**config.mk**
```make
export PLATFORM = sky130hd
export DESIGN_NAME = instr_mem_loader_flat
export DESIGN_NICKNAME = d
export VERILOG_FILES = /design/src/rtl/instr_mem_loader_if.sv /design/src/rtl/instr_mem_loader.sv /design/src/flat_wrapper.sv
export SDC_FILE = /design/constraint.sdc
export NUM_CORES = 2
export LEC_CHECK = 0
export BUFFER_PORTS_ARGS = -buffer_cell sky130_fd_sc_hd__buf_2
export CORE_ASPECT_RATIO = 1.5
export CORE_UTILIZATION = 60
export DETAILED_ROUTE_END_ITERATION = 6
export PLACE_DENSITY = 0.79
export RECOVER_POWER = 100
export SYNTH_ARGS = -nofsm -noshare
export SYNTH_HDL_FRONTEND = slang
export SYNTH_SLANG_ARGS = --single-unit
```
**constraint.sdc**
```tcl
create_clock -name clock -period 8.1 [get_ports clock]
set_input_delay 0.81 -clock clock [delete_from_list [all_inputs] [get_ports clock]]
set_output_delay 0.81 -clock clock [all_outputs]
set_load 0.03 [all_outputs]
```
**src/rtl/instr_mem_loader_if.sv**
```systemverilog
// Bundle of the program-load stream, the fetch port and the status
// outputs of the instruction-memory loader.
interface instr_mem_loader_if #(
  parameter int ADDR_W = 6
);
  logic              loadValid;
  logic [7:0]        loadByte;
  logic              loadReady;
  logic              loadDone;
  logic [31:0]       pcAddr;
  logic [31:0]       instruction;
  logic              running;
  logic              loadError;
  logic              misaligned;
  logic [ADDR_W:0]   wordCount;

  // Side that streams the program in and issues fetches (bench / core)
  modport master (
    output loadValid, loadByte, loadDone, pcAddr,
    input  loadReady, instruction, running, loadError, misaligned, wordCount
  );

  // Side that holds the program memory (the loader)
  modport slave (
    input  loadValid, loadByte, loadDone, pcAddr,
    output loadReady, instruction, running, loadError, misaligned, wordCount
  );
endinterface

```
**src/rtl/instr_mem_loader.sv**
```systemverilog
// Instruction-memory responder: packs a big-endian byte stream into 32-bit
// words at startup, then releases the core and serves fetches with zero
// latency. Fetch must be combinational, so the array is read asynchronously.
module instr_mem_loader #(
  parameter int DEPTH  = 64,
  parameter int ADDR_W = 6
) (
  input  logic              clock,
  input  logic              resetN,
  instr_mem_loader_if.slave bus
);

  typedef enum logic [1:0] {
    S_LOAD  = 2'd0,
    S_RUN   = 2'd1,
    S_ERROR = 2'd2
  } state_t;

  localparam logic [ADDR_W:0] L_FULL = (ADDR_W + 1)'(DEPTH);

  state_t            r_state;
  logic [1:0]        r_byte_idx;
  logic [ADDR_W:0]   r_word_count;
  logic [31:0]       r_shift;
  logic              r_load_ready;
  logic              r_running;
  logic              r_load_error;
  logic [31:0]       r_mem [DEPTH];

  logic              w_in_load;
  logic              w_full;
  logic              w_overflow;
  logic              w_xfer;
  logic              w_word_done;
  logic [1:0]        w_byte_idx_after;
  logic [31:0]       w_shift_next;
  logic [ADDR_W-1:0] w_idx;
  logic              w_hit;

  // Load-side decode: a byte is accepted only while loading and not full;
  // a valid byte arriving when full is an overflow and is dropped.
  assign w_in_load        = (r_state == S_LOAD);
  assign w_full           = (r_word_count == L_FULL);
  assign w_overflow       = w_in_load && bus.loadValid && w_full;
  assign w_xfer           = w_in_load && bus.loadValid && !w_full;
  assign w_word_done      = w_xfer && (r_byte_idx == 2'd3);
  assign w_byte_idx_after = w_xfer ? 2'(r_byte_idx + 2'd1) : r_byte_idx;
  assign w_shift_next     = {r_shift[23:0], bus.loadByte};

  // Fetch decode: only complete, in-range, aligned words are visible, so
  // stale contents left over from an earlier load can never leak out.
  assign w_idx = bus.pcAddr[ADDR_W+1:2];
  assign w_hit = r_running
              && (bus.pcAddr[1:0] == 2'b00)
              && ({1'b0, w_idx} < r_word_count)
              && (bus.pcAddr[31:ADDR_W+2] == '0);

  assign bus.instruction = w_hit ? r_mem[w_idx] : 32'h0000_0000;
  assign bus.misaligned  = r_running && (bus.pcAddr[1:0] != 2'b00);
  assign bus.loadReady   = r_load_ready;
  assign bus.running     = r_running;
  assign bus.loadError   = r_load_error;
  assign bus.wordCount   = r_word_count;

  // Load FSM with registered status outputs; loadDone is judged against the
  // byte index after any transfer happening in the same cycle.
  always_ff @(posedge clock or negedge resetN) begin
    if (!resetN) begin
      r_state      <= S_LOAD;
      r_byte_idx   <= 2'd0;
      r_word_count <= '0;
      r_shift      <= 32'h0;
      r_load_ready <= 1'b1;
      r_running    <= 1'b0;
      r_load_error <= 1'b0;
    end else begin
      case (r_state)
        S_LOAD: begin
          if (w_xfer) begin
            r_shift    <= w_shift_next;
            r_byte_idx <= w_byte_idx_after;
          end
          if (w_word_done) begin
            r_word_count <= r_word_count + 1'b1;
          end
          if (w_overflow) begin
            r_state      <= S_ERROR;
            r_load_ready <= 1'b0;
            r_load_error <= 1'b1;
          end else if (bus.loadDone) begin
            r_load_ready <= 1'b0;
            if (w_byte_idx_after == 2'd0) begin
              r_state   <= S_RUN;
              r_running <= 1'b1;
            end else begin
              r_state      <= S_ERROR;
              r_load_error <= 1'b1;
            end
          end
        end
        S_RUN: begin
          r_state <= S_RUN;
        end
        S_ERROR: begin
          r_state <= S_ERROR;
        end
        default: begin
          r_state      <= S_ERROR;
          r_load_ready <= 1'b0;
          r_running    <= 1'b0;
          r_load_error <= 1'b1;
        end
      endcase
    end
  end

  // Program memory write; deliberately not reset so contents survive reset
  always_ff @(posedge clock) begin
    if (w_word_done) begin
      r_mem[r_word_count[ADDR_W-1:0]] <= w_shift_next;
    end
  end

endmodule

```
**src/flat_wrapper.sv**
```systemverilog
// flat-port wrapper written by rule: the top's interface ports become plain ports
module instr_mem_loader_flat 
#(
  parameter int DEPTH  = 64,
  parameter int ADDR_W = 6
)
  (clock, resetN, bus_loadValid, bus_loadByte, bus_loadDone, bus_pcAddr, bus_loadReady, bus_instruction, bus_running, bus_loadError, bus_misaligned, bus_wordCount);
  instr_mem_loader_if #(.ADDR_W(ADDR_W)) bus_i ();
  input  logic clock;
  input  logic resetN;
  input wire logic [$bits(bus_i.loadValid)-1:0] bus_loadValid;
  input wire logic [$bits(bus_i.loadByte)-1:0] bus_loadByte;
  input wire logic [$bits(bus_i.loadDone)-1:0] bus_loadDone;
  input wire logic [$bits(bus_i.pcAddr)-1:0] bus_pcAddr;
  output wire logic [$bits(bus_i.loadReady)-1:0] bus_loadReady;
  output wire logic [$bits(bus_i.instruction)-1:0] bus_instruction;
  output wire logic [$bits(bus_i.running)-1:0] bus_running;
  output wire logic [$bits(bus_i.loadError)-1:0] bus_loadError;
  output wire logic [$bits(bus_i.misaligned)-1:0] bus_misaligned;
  output wire logic [$bits(bus_i.wordCount)-1:0] bus_wordCount;
  assign bus_i.loadValid = bus_loadValid;
  assign bus_i.loadByte = bus_loadByte;
  assign bus_i.loadDone = bus_loadDone;
  assign bus_i.pcAddr = bus_pcAddr;
  assign bus_loadReady = bus_i.loadReady;
  assign bus_instruction = bus_i.instruction;
  assign bus_running = bus_i.running;
  assign bus_loadError = bus_i.loadError;
  assign bus_misaligned = bus_i.misaligned;
  assign bus_wordCount = bus_i.wordCount;
  instr_mem_loader #(.DEPTH(DEPTH), .ADDR_W(ADDR_W)) u_core (.clock(clock), .resetN(resetN), .bus(bus_i));
endmodule
```
==> results.cfg <==
[status]
outcome = finished with violations
violations = DRC, capacitance limit, slew limit

[logic_synthesis]
yosysWarnings = 0
async_flop_share = 0.0182
synth_edf_count = 2048
yosys-top-cells-count = 2048 x edfxtp_1, 471 x mux4_2, 127 x mux2i_1
synthTopCellsByArea = edfxtp_1 76%, mux4_2 13%, mux2i_1 1.6%
synth_area_um2 = 81000
seq_area_frac_synth = 0.771
synth_ff_type = edfxtp_1
netlist.area_leader.share = 0.759
postSynthNetCount = 3636
syn_inst = 3582
ys_types = 70
synth_seq_cells = 2086
synth_top_area_cell = edfxtp_1
synth.most_common_cell = edfxtp_1
synth_area_per_cell_um2 = 22.6

[power]
leakage_nw = 31.8
ir_drop_mv = 0.203
power.density_nw_per_um2 = 233

[detailed_routing]
dr_total_vias = 42521
wire_per_inst_um = 41.2
routed_wl_mm = 234
drc = 13
via_per_inst = 7.50
ant_nets = 0
first_pass_iters = 7
initialDrtViolationCount = 6944

[timing]
grt_setup_unrepaired = no
max_slew_margin = -1.97
finalSetupTns_ps = 0
finalMaxSlewViolations = 3784
clock.fmax_ghz = 0.148
finalCritPeriodShare = 0.833
setup_viol = 0
worst_pin_slew_ps = 4450
fin_crit_ps = 6740
hold_viol = 0
finClkSkew_ps = 42.6

[layout]
post-route-util = 0.664
regArea_um2 = 62500
fin_nets = 3835
nFillCells = 7954
syn_to_final_growth_pct = 9.52
multiInputGateArea_um2 = 17100
drive_gt1_frac = 0.233

[global_route]
grt_pass1_vias = 42365
antenna_found_initial = 12
overflow = 0
grt_max_degree = 110
grt_pass1_wl_mm = 321
track_usage = 0.348

[floorplanning]
initial_utilization = 0.606
core_area_um2 = 134000
dieHeight_um = 452
num_rows = 164
fp.dieW_um = 302
ios = 87
dieArea_um2 = 137000

[clock_network]
cts_sinks = 2086
cts_resized = 0
root_buffer = clkbuf_16
clk_latency_ps = 840
cts.clk_slew.worst_paths_ps = 70
cts_hold_buffers = 0
cts_tree = built
ctsLongestPathBuffers = 3
cts_inserted_buffers = 176
post-cts-setup-buffers = 0
ctsHtreeMaxLevel = 4

[critical_path]
end_kind = flop
arrival_ps = 7060
crit_fanout = 32
worstSetupPathType = reg -> reg
worstPathRequired_ps = 8420
crit_path_start_kind = flop

[placed_design]
place.gp.congestion = 0.821
dp_hpwl_mm = 118
port-buffer-count = 86

[flow_run]
drv_cap = 101

[min_path]
hold_class = in -> reg
-- layout make-up --
cell class / count / area share
well taps: 1743 / 0.0246
clock inverters: 93 / 0.00972
flip-flops and latches: 2086 / 0.704
diodes: 7 / 0.000197
inverters: 13 / 0.000564
clock buffers: 220 / 0.0530
repair buffers: 218 / 0.0146
multi-input cells: 1286 / 0.193
-- kinds of logic after synthesis --
family          Yosys count  share of synthesized area
compound gates          264                     0.0235
flops                  2086                      0.771
simple gates            337                     0.0186
xor+xnor                  7                   0.000757
fa+ha+maj                10                    0.00154
buf+inv                 210                     0.0212
mux                     668                      0.163
-- critical path, cell delays in order (launching register included) --
cell      delay [ps]
dfrtp_1          500
or3_1            460
o311a_1         1450
and2_0           340
nand2_1          410
nor2_4           210
clkbuf_1        2830
-- cells in the final DEF, fill, tap and decap left out, types with 19 or more instances in the layout --
master / count
mux4_1: 38
clkbuf_16: 181
o21ai_0: 23
buf_2: 47
clkinv_2: 29
a221oi_1: 21
o22ai_1: 25
nand2_1: 115
nor3_1: 23
and3_1: 19
nand3_1: 23
clkinv_1: 35
edfxtp_1: 2048
mux4_2: 471
nor2_4: 40
mux2i_1: 127
buf_4: 50
nor2_1: 68
mux2_2: 31
a31oi_1: 21
a22oi_1: 36
a21oi_1: 46
dfrtp_1: 36
clkbuf_1: 141
-- sequential cells by signal (all words and copies together) (netlist names) --
| name | cells |
|---|---|
| u_core.bus.loadError | 1 |
| u_core.bus.loadReady | 1 |
| u_core.r_byte_idx | 2 |
| u_core.bus.wordCount | 7 |
| u_core.r_state | 2 |
| u_core.r_mem | 2048 |
| u_core.bus.running | 1 |
| u_core.r_shift | 24 |
-- path summary, 6_finish.rpt --
kind | startpoint | to | slack, ps | depth (start not counted)
max in group asynchronous | resetN | u_core.r_shift[13] | 5460 | 2
min reg2reg | u_core.bus.loadReady | u_core.bus.loadReady | 470 | 1
min | bus_loadValid | u_core.r_state[1] | 330 | 3
max | u_core.bus.wordCount[3] | u_core.r_mem[24][20] | 1360 | 6
max reg2reg | u_core.bus.wordCount[3] | u_core.r_mem[24][20] | 1360 | 6
min in group asynchronous | resetN | u_core.bus.loadError | 920 | 2
-- stage by stage --
stage	power, mW	hold slack [ps]	instance area [um^2]	cells	setup slack [ps]
floorplan	12.4	482	81000	3582	3730
global placement	12.5	458	83600	5345	2360
detailed placement	12.5	457	83600	5346	2840
CTS	20.7	61.1	89200	5659	2710
global route	21.1	333	88700	5663	1310
finish	20.7	331	88700	5666	1360
-- layer usage --
layer,global-route usage,vias to the layer above,wire length [um]
met5,0,-,89
met2,0.555,4145,114000
met3,0.0883,945,29900
met4,0.219,6,17100
li1,-,15595,-
met1,0.429,21830,72500
-- power breakdown --
| group | switching [mW] | internal (mW) |
|---|---|---|
| clock network | 3.77 | 4.59 |
| registers | 0 | 11.7 |
| logic | 0.402 | 0.214 |
| total | 4.17 | 16.5 |
Power figures use the tool's default switching activity.
